--- src/rtl/cancel_accumulator.sv ---
// Per-client cancelled-quantity accumulator: read-modify-write over a dual-port RAM with a one-deep bypass.
// Define CANCEL_ACC_SATURATE_EN to saturate the running total instead of wrapping.
module cancel_accumulator #(
  parameter int D_WIDTH = 32,
  parameter int A_WIDTH = 4,
  parameter int A_MAX   = 16,
  parameter logic [D_WIDTH-1:0] LIMIT = 32'd1000
) (
  input  logic               clk,
  input  logic               reset,
  input  logic               in_valid,
  output logic               in_ready,
  input  logic [A_WIDTH-1:0] in_client,
  input  logic [D_WIDTH-1:0] in_qty,
  input  logic               in_clear,
  output logic [A_WIDTH-1:0] address_read,
  input  logic [D_WIDTH-1:0] data_read,
  output logic [A_WIDTH-1:0] address_write,
  output logic [D_WIDTH-1:0] data_write,
  output logic               write_enable,
  output logic               init_done,
  output logic               alert_valid,
  output logic [A_WIDTH-1:0] alert_client
);

  typedef enum logic {INIT, RUN} state_t;

  localparam logic [A_WIDTH:0] COUNT_END = (A_WIDTH+1)'(A_MAX);
  localparam logic [A_WIDTH:0] COUNT_ONE = (A_WIDTH+1)'(1);

  state_t             r_state;
  logic [A_WIDTH:0]   r_count;
  logic               r_initWe;
  logic               r_ready;
  logic               r_initDone;
  logic [A_WIDTH-1:0] r_addrHold;
  logic [D_WIDTH-1:0] r_dataHold;
  logic               r_s1Valid;
  logic [A_WIDTH-1:0] r_s1Client;
  logic [D_WIDTH-1:0] r_s1Qty;
  logic               r_s1Clear;
  logic               r_bypValid;
  logic [A_WIDTH-1:0] r_bypClient;
  logic [D_WIDTH-1:0] r_bypData;
  logic               r_alertValid;
  logic [A_WIDTH-1:0] r_alertClient;

  logic               w_s1Live;
  logic [D_WIDTH-1:0] w_base;
  logic [D_WIDTH-1:0] w_added;
  logic [D_WIDTH-1:0] w_new;
  logic               w_alert;

  // The RAM returns stale data when reading the address written on the same edge, so the last write is forwarded.
  assign w_s1Live = r_s1Valid & ~reset;
  assign w_base   = (r_bypValid && (r_bypClient == r_s1Client)) ? r_bypData : data_read;

`ifdef CANCEL_ACC_SATURATE_EN
  logic [D_WIDTH:0] w_sum;
  assign w_sum   = {1'b0, w_base} + {1'b0, r_s1Qty};
  assign w_added = w_sum[D_WIDTH] ? {D_WIDTH{1'b1}} : w_sum[D_WIDTH-1:0];
`else
  assign w_added = w_base + r_s1Qty;
`endif

  assign w_new   = r_s1Clear ? '0 : w_added;
  assign w_alert = w_s1Live & ~r_s1Clear & (w_base < LIMIT) & (w_new >= LIMIT);

  // An in-flight write is suppressed while reset is asserted so a dropped event never reaches the RAM.
  assign address_read  = reset ? '0 : in_client;
  assign write_enable  = ~reset & (r_initWe | r_s1Valid);
  assign address_write = w_s1Live ? r_s1Client : r_addrHold;
  assign data_write    = w_s1Live ? w_new : r_dataHold;
  assign in_ready      = r_ready;
  assign init_done     = r_initDone;
  assign alert_valid   = r_alertValid;
  assign alert_client  = r_alertClient;

  always_ff @(posedge clk) begin
    if (reset) begin
      r_state       <= INIT;
      r_count       <= '0;
      r_initWe      <= 1'b0;
      r_ready       <= 1'b0;
      r_initDone    <= 1'b0;
      r_addrHold    <= '0;
      r_dataHold    <= '0;
      r_s1Valid     <= 1'b0;
      r_s1Client    <= '0;
      r_s1Qty       <= '0;
      r_s1Clear     <= 1'b0;
      r_bypValid    <= 1'b0;
      r_bypClient   <= '0;
      r_bypData     <= '0;
      r_alertValid  <= 1'b0;
      r_alertClient <= '0;
    end else if (r_state == INIT) begin
      // Sweep writes zero to every address; the extra cycle after the last one hands over to RUN.
      r_s1Valid    <= 1'b0;
      r_bypValid   <= 1'b0;
      r_alertValid <= 1'b0;
      if (r_count < COUNT_END) begin
        r_initWe   <= 1'b1;
        r_addrHold <= r_count[A_WIDTH-1:0];
        r_dataHold <= '0;
        r_count    <= r_count + COUNT_ONE;
      end else begin
        r_initWe   <= 1'b0;
        r_state    <= RUN;
        r_ready    <= 1'b1;
        r_initDone <= 1'b1;
      end
    end else begin
      r_s1Valid  <= in_valid & r_ready;
      r_s1Client <= in_client;
      r_s1Qty    <= in_qty;
      r_s1Clear  <= in_clear;
      r_bypValid <= r_s1Valid;
      if (r_s1Valid) begin
        r_addrHold  <= r_s1Client;
        r_dataHold  <= w_new;
        r_bypClient <= r_s1Client;
        r_bypData   <= w_new;
      end
      r_alertValid <= w_alert;
      if (w_alert) begin
        r_alertClient <= r_s1Client;
      end
    end
  end

endmodule

--- config.mk ---
export PLATFORM = sky130hd
export DESIGN_NAME = cancel_accumulator
export DESIGN_NICKNAME = d
export VERILOG_FILES = /design/src/rtl/cancel_accumulator.sv
export SDC_FILE = /design/constraint.sdc
export NUM_CORES = 1
export LEC_CHECK = 0
export BUFFER_PORTS_ARGS = -buffer_cell sky130_fd_sc_hd__buf_2
export CORE_MARGIN = 4
export CORE_UTILIZATION = 30
export CTS_CLUSTER_SIZE = 30
export DETAILED_ROUTE_END_ITERATION = 8
export PLACE_DENSITY = 0.48
export SLEW_MARGIN = 15
export SYNTH_ARGS = -nofsm -noshare
export SYNTH_HDL_FRONTEND = slang
export SYNTH_SLANG_ARGS = --single-unit
--- constraint.sdc ---
create_clock -name clk -period 6.6 [get_ports clk]
set_input_delay 0.33 -clock clk [delete_from_list [all_inputs] [get_ports clk]]
set_output_delay 0.33 -clock clk [all_outputs]
set_load 0.02 [all_outputs]
; Yosys cells after proc, flatten, opt, wreduce, memory -nomap -nowiden
; Index checks and enable logic that the tools add are counted.
[totals]
inputBits = 72
output_inout_bits = 48
elab_cells = 55
register_bits = 124
[classes]
eq_ne = 2
magnitude_cmp = 3
muxes = 14
bitwise_logic = 11
n_reduce_logical = 8
addsub = 2
[op_table]
columns = cell, count
row1 = 32-bit two-way mux, 6
row2 = 32-bit adder, 1
row3 = "32-bit by 10-bit >= comparator with 1-bit output, second input constant", 1
row4 = "32-bit by 10-bit < comparator with 1-bit output, second input constant", 1
row5 = 4-bit two-way mux, 5
row6 = 2-bit AND reduction, 5
row7 = 1-bit AND, 6
row8 = "5-bit by 1-bit adder with 5-bit output, second input constant", 1
row9 = "5-bit < comparator, second input constant", 1
row10 = 4-bit equality test, 1
row11 = 1-bit inverter, 4
row12 = 1-bit two-way mux, 3
row13 = "2-bit by 1-bit != test with 1-bit output, second input constant", 1
row14 = 2-bit nonzero test, 1
row15 = 2-bit OR reduction, 1
row16 = 1-bit logical AND, 1
row17 = 1-bit OR, 1

; Logic depth before layout (Yosys ltp)
[depth]
ltp_word = 8
mapped_depth = 22
depth_no_buf = 17

; Least setup slack after synthesis
; Ideal clock, no wire load.
[synth_timing]
kind = register -> output
start = register r_s1Client[3]
end = output data_write[31]
required_ps = 6270
path_slack_ps = 1293
arrival_time_ps = 4977
stages_incl_launch_ff = 21
path_cell_list = dfxtp_1 inv_2 a222oi_1 or4b_1 buf_2 buf_6 buf_2 clkbuf_1 clkbuf_1 mux2_2 ha_1 clkbuf_1 nand3_1 nor4_1 nor2_1 a2111oi_0 o2111ai_1 nor2b_1 xor2_1 nand2_1 o21ai_0
[synth_between]
elab_chain_len = 6
[synth_rtl]
columns = element, line_no
row1 = from (decl), 39  ; logic [A_WIDTH-1:0] r_s1Client;
row2 = from (signal assigned), 115  ; r_s1Client <= in_client;
row3 = 4-bit equality test, 56  ; assign w_base = (r_bypValid && (r_bypClient == r_s1Client)) ? r_bypData : data_read;
row4 = 1-bit logical AND, 56
row5 = 32-bit two-way mux, 56
row6 = 32-bit adder, 63  ; assign w_added = w_base + r_s1Qty;
row7 = 32-bit two-way mux, 66  ; assign w_new = r_s1Clear ? '0 : w_added;
row8 = 32-bit two-way mux, 73  ; assign data_write = w_s1Live ? w_new : r_dataHold;
row9 = to (decl), 19  ; output logic [D_WIDTH-1:0] data_write,
; Every way passes these cells.

; Final worst setup path
; Same ends and word-level chain as after synthesis.

==> out/metrics.cfg <==
[outcome]
outcome = finished clean

[power_and_ir_drop]
power.share.switching = 0.255
ir_drop_uv = 141
leakage_nw = 3.68
comb_power_share = 0.078
clkPwrFrac = 0.524
p_int_mw = 1.41
p_seq_frac = 0.399
p_per_area_nw_per_um2 = 207
total_power_mw = 1.89
power.switching_mw = 0.483

[worst_hold_path]
min_path_type = input port to flip-flop

[route]
viasPerCell = 5.24
wire_per_inst_um = 19.2
wl_mm = 26.8
vias = 7314
drt_pass1_iterations = 6
detail-route-antenna-nets = 0
drt_iter0_markers = 530
drc_errors = 0

[logic_synthesis]
synth_xor_xnor_area_share = 0.0194
synth.cell_area_um2 = 7680
synth_cells = 969
synth_mux_area_frac = 0.119
synth_ff_type = dfxtp_1
synth_cell_types = 70
synth_fp_nets = 1076
synth_area_per_cell_um2 = 7.93
synth_fa_ha_area_frac = 0.0580
synth_compound_area_frac = 0.206
synth_top_family_by_area = simple AND/OR/NAND/NOR gates
ys_seq_area_frac = 0.323
synth-simple-area-share = 0.231
synth-seq-cells = 124
synth_edf_count = 0
yosysWarnings = 0
synthArstFlopShare = 0

[worst_setup_path]
cp.required_ns = 6.27
end_kind = primary output
worstPathMaxFanout = 19
arrival_ns = 5.65
critPathKind = flip-flop to primary output
start_kind = flip-flop

[finish]
nets = 1159
syn_to_final_growth_pct = 18.7
drive_above_1_share = 0.191
diodes = 0

[die]
coreArea_um2 = 25200
ios = 120
dieArea_um2 = 28200
die_height_um = 168
die_w_um = 168
placementRows = 58
start_util = 0.305

[cts]
clock_latency_ns = 0.42
cts_buffer_depth = 2
cts_sinks = 124
cts_hold_buf = 0
post_cts_buffers = 0
cts_tree = built
h-tree-depth = 4
path_clk_slew_ns = 0.06
cts_root_buf = clkbuf_16
cts_made_buffers = 17

[sta]
rsz0062_at_grt = no
slew_headroom = 0.314
hold_viol = 0
fmax_mhz = 167
setup_viol = 0
finalCritPeriodShare = 0.905
worstMarginPinSlew_ns = 1.03
fin_setup_tns_ns = 0
skew_ns = 0.00952
final-max-slew-violation-count = 0
post-route-min-period_ns = 5.98

[placed_design]
io_buffers = 119
hpwl_mm = 19.9
gp_congestion = 0.926

[global_route]
grt_use_total = 0.189
grt_max_degree = 77
grt-ovfl-total = 0
grt_antenna_before_repair = 0
grt_pass1_wl_mm = 41.6
grt_pass1_vias = 7150

[run]
cap_violations = 0

==> logic make-up (layout without fill, tap and decap cells) <==
logic type / after synthesis / after routing
adder cells (fa/ha/maj): 35 / 35
XOR/XNOR: 17 / 17
flip-flops: 124 / 124
multiplexers: 87 / 87
buffers and inverters: 86 / 182
AO/OA/AOI/OAI: 248 / 248
AND/OR/NAND/NOR: 372 / 372
==> area by class of cell <==
type / instances / area, um^2
fillers: 2675 / 16100
multi-input cells: 759 / 4870
flip-flops and latches: 124 / 2480
repair buffers: 126 / 651
clock buffers: 18 / 429
well taps: 330 / 413
clock inverters: 14 / 181
inverters: 24 / 90.1
==> state kept, by name, summed over array words and instances (netlist names) <==
register,flops
r_bypClient,4
r_state,1
alert_client,4
r_s1Qty,32
r_s1Clear,1
r_bypData,32
r_s1Valid,1
r_dataHold,32
init_done,1
r_addrHold,4
r_bypValid,1
r_initWe,1
r_count,5
r_s1Client,4
alert_valid,1
==> cell usage after synthesis, drive strengths merged (5+ instances only) <==
cell type	n	area, um^2
buf	15	71.3
or4	5	37.5
and3	5	31.3
nand2	150	563
o21a	5	37.5
a22o	14	123
nor3	20	115
nor2b	18	113
and2	6	37.5
nand4	11	68.8
nand2b	6	37.5
o211ai	9	67.6
o21ai	39	195
dfxtp	124	2480
o31ai	9	67.6
a21o	10	75.1
mux2	33	372
o2111ai	5	43.8
ha	34	425
mux2i	54	541
clkbuf	47	176
o211a	5	50.1
nand3	15	75.1
a31oi	7	43.8
inv	24	90.1
a32oi	5	43.8
or3	8	50.1
xor2	9	78.8
a21oi	102	510
nor2	87	327
xnor2	8	70.1
a211oi	11	82.6
nor4	20	125
==> placed cells by master, fill, tap and decap left out, types with 6 or more instances in the layout <==
cell type    n
nand2_1    150
o31ai_1      9
buf_2      118
o211ai_1     9
inv_1       23
a22o_1      14
nor4_1      20
nand3_1     15
nand4_1     11
inv_6        6
nor2_1      85
dfxtp_1    123
ha_1        34
a211oi_1    11
clkbuf_16   17
nor3_1      17
or3_1        8
xor2_1       9
a31oi_1      7
a21oi_1    102
o21ai_0     38
nor2b_1     18
a21o_1      10
mux2i_1     54
mux2_2      32
nand2b_1     6
and2_1       6
xnor2_1      8
buf_4        8
==> what timing repair did <==
item,CTS,global route
setup endpoints to repair,0,1
endpoints found under the hold margin,0,0
resized for setup,0,1
==> critical path: stages, from the launching register on <==
cell and delay (ns):
dfxtp_1 0.39, inv_2 0.08, a222oi_1 0.29, or4b_2 0.95, mux2_2 0.40, ha_1 0.40
nand3_1 0.20, nor4_1 0.38, nor2_1 0.22, a2111oi_1 0.65, o2111ai_1 0.21, nor2b_1 0.21
xor2_1 0.20, nand2_1 0.09, o21ai_0 0.30, buf_2 0.23
==> stage by stage <==
| stage | area (um^2) | instances | hold WS (ns) | setup slack [ns] | util |
|---|---|---|---|---|---|
| floorplan | 7680 | 969 | 0.432 | 1.29 | - |
| global placement | 8510 | 1363 | 0.442 | 0.955 | 0.338 |
| detailed placement | 8510 | 1363 | 0.447 | 0.927 | 0.338 |
| CTS | 9120 | 1395 | 0.127 | 0.534 | 0.362 |
| global route | 9120 | 1395 | 0.149 | 0.143 | 0.362 |
| finish | 9120 | 1395 | 0.138 | 0.625 | 0.362 |
==> routing by layer <==
metal	wire length (um)	part of all wire	global-route usage
met5	0	0	0
met4	331	0.012	0.0448
met3	1020	0.038	0.0317
met1	13600	0.51	0.271
met2	11900	0.44	0.296
==> final timing paths <==
| kind | slack, ns | endpoint | from | cells past startpoint |
|---|---|---|---|---|
| hold reg to reg | 0.45 | r_dataHold[29]$_SDFFE_PP0P_ | r_dataHold[29]$_SDFFE_PP0P_ | 2 |
| setup / recovery | 0.62 | data_write[31] | r_s1Client[3]$_SDFFE_PP0P_ | 15 |
| hold / removal | 0.14 | r_s1Qty[4]$_SDFFE_PP0P_ | in_qty[4] | 3 |
| setup reg to reg | 0.89 | alert_client[1]$_SDFFE_PP0P_ | r_s1Client[3]$_SDFFE_PP0P_ | 17 |
==> power groups by stage <==
stage / clock network [mW] / logic, mW / registers [mW]
floorplan: 0 / 0.0899 / 0.770
CTS: 1.01 / 0.147 / 0.754
finish: 0.991 / 0.147 / 0.754
global placement: 0 / 0.146 / 0.770
global route: 1.04 / 0.162 / 0.754
detailed placement: 0 / 0.145 / 0.770
No activity file was read; power rests on OpenSTA's default activity.
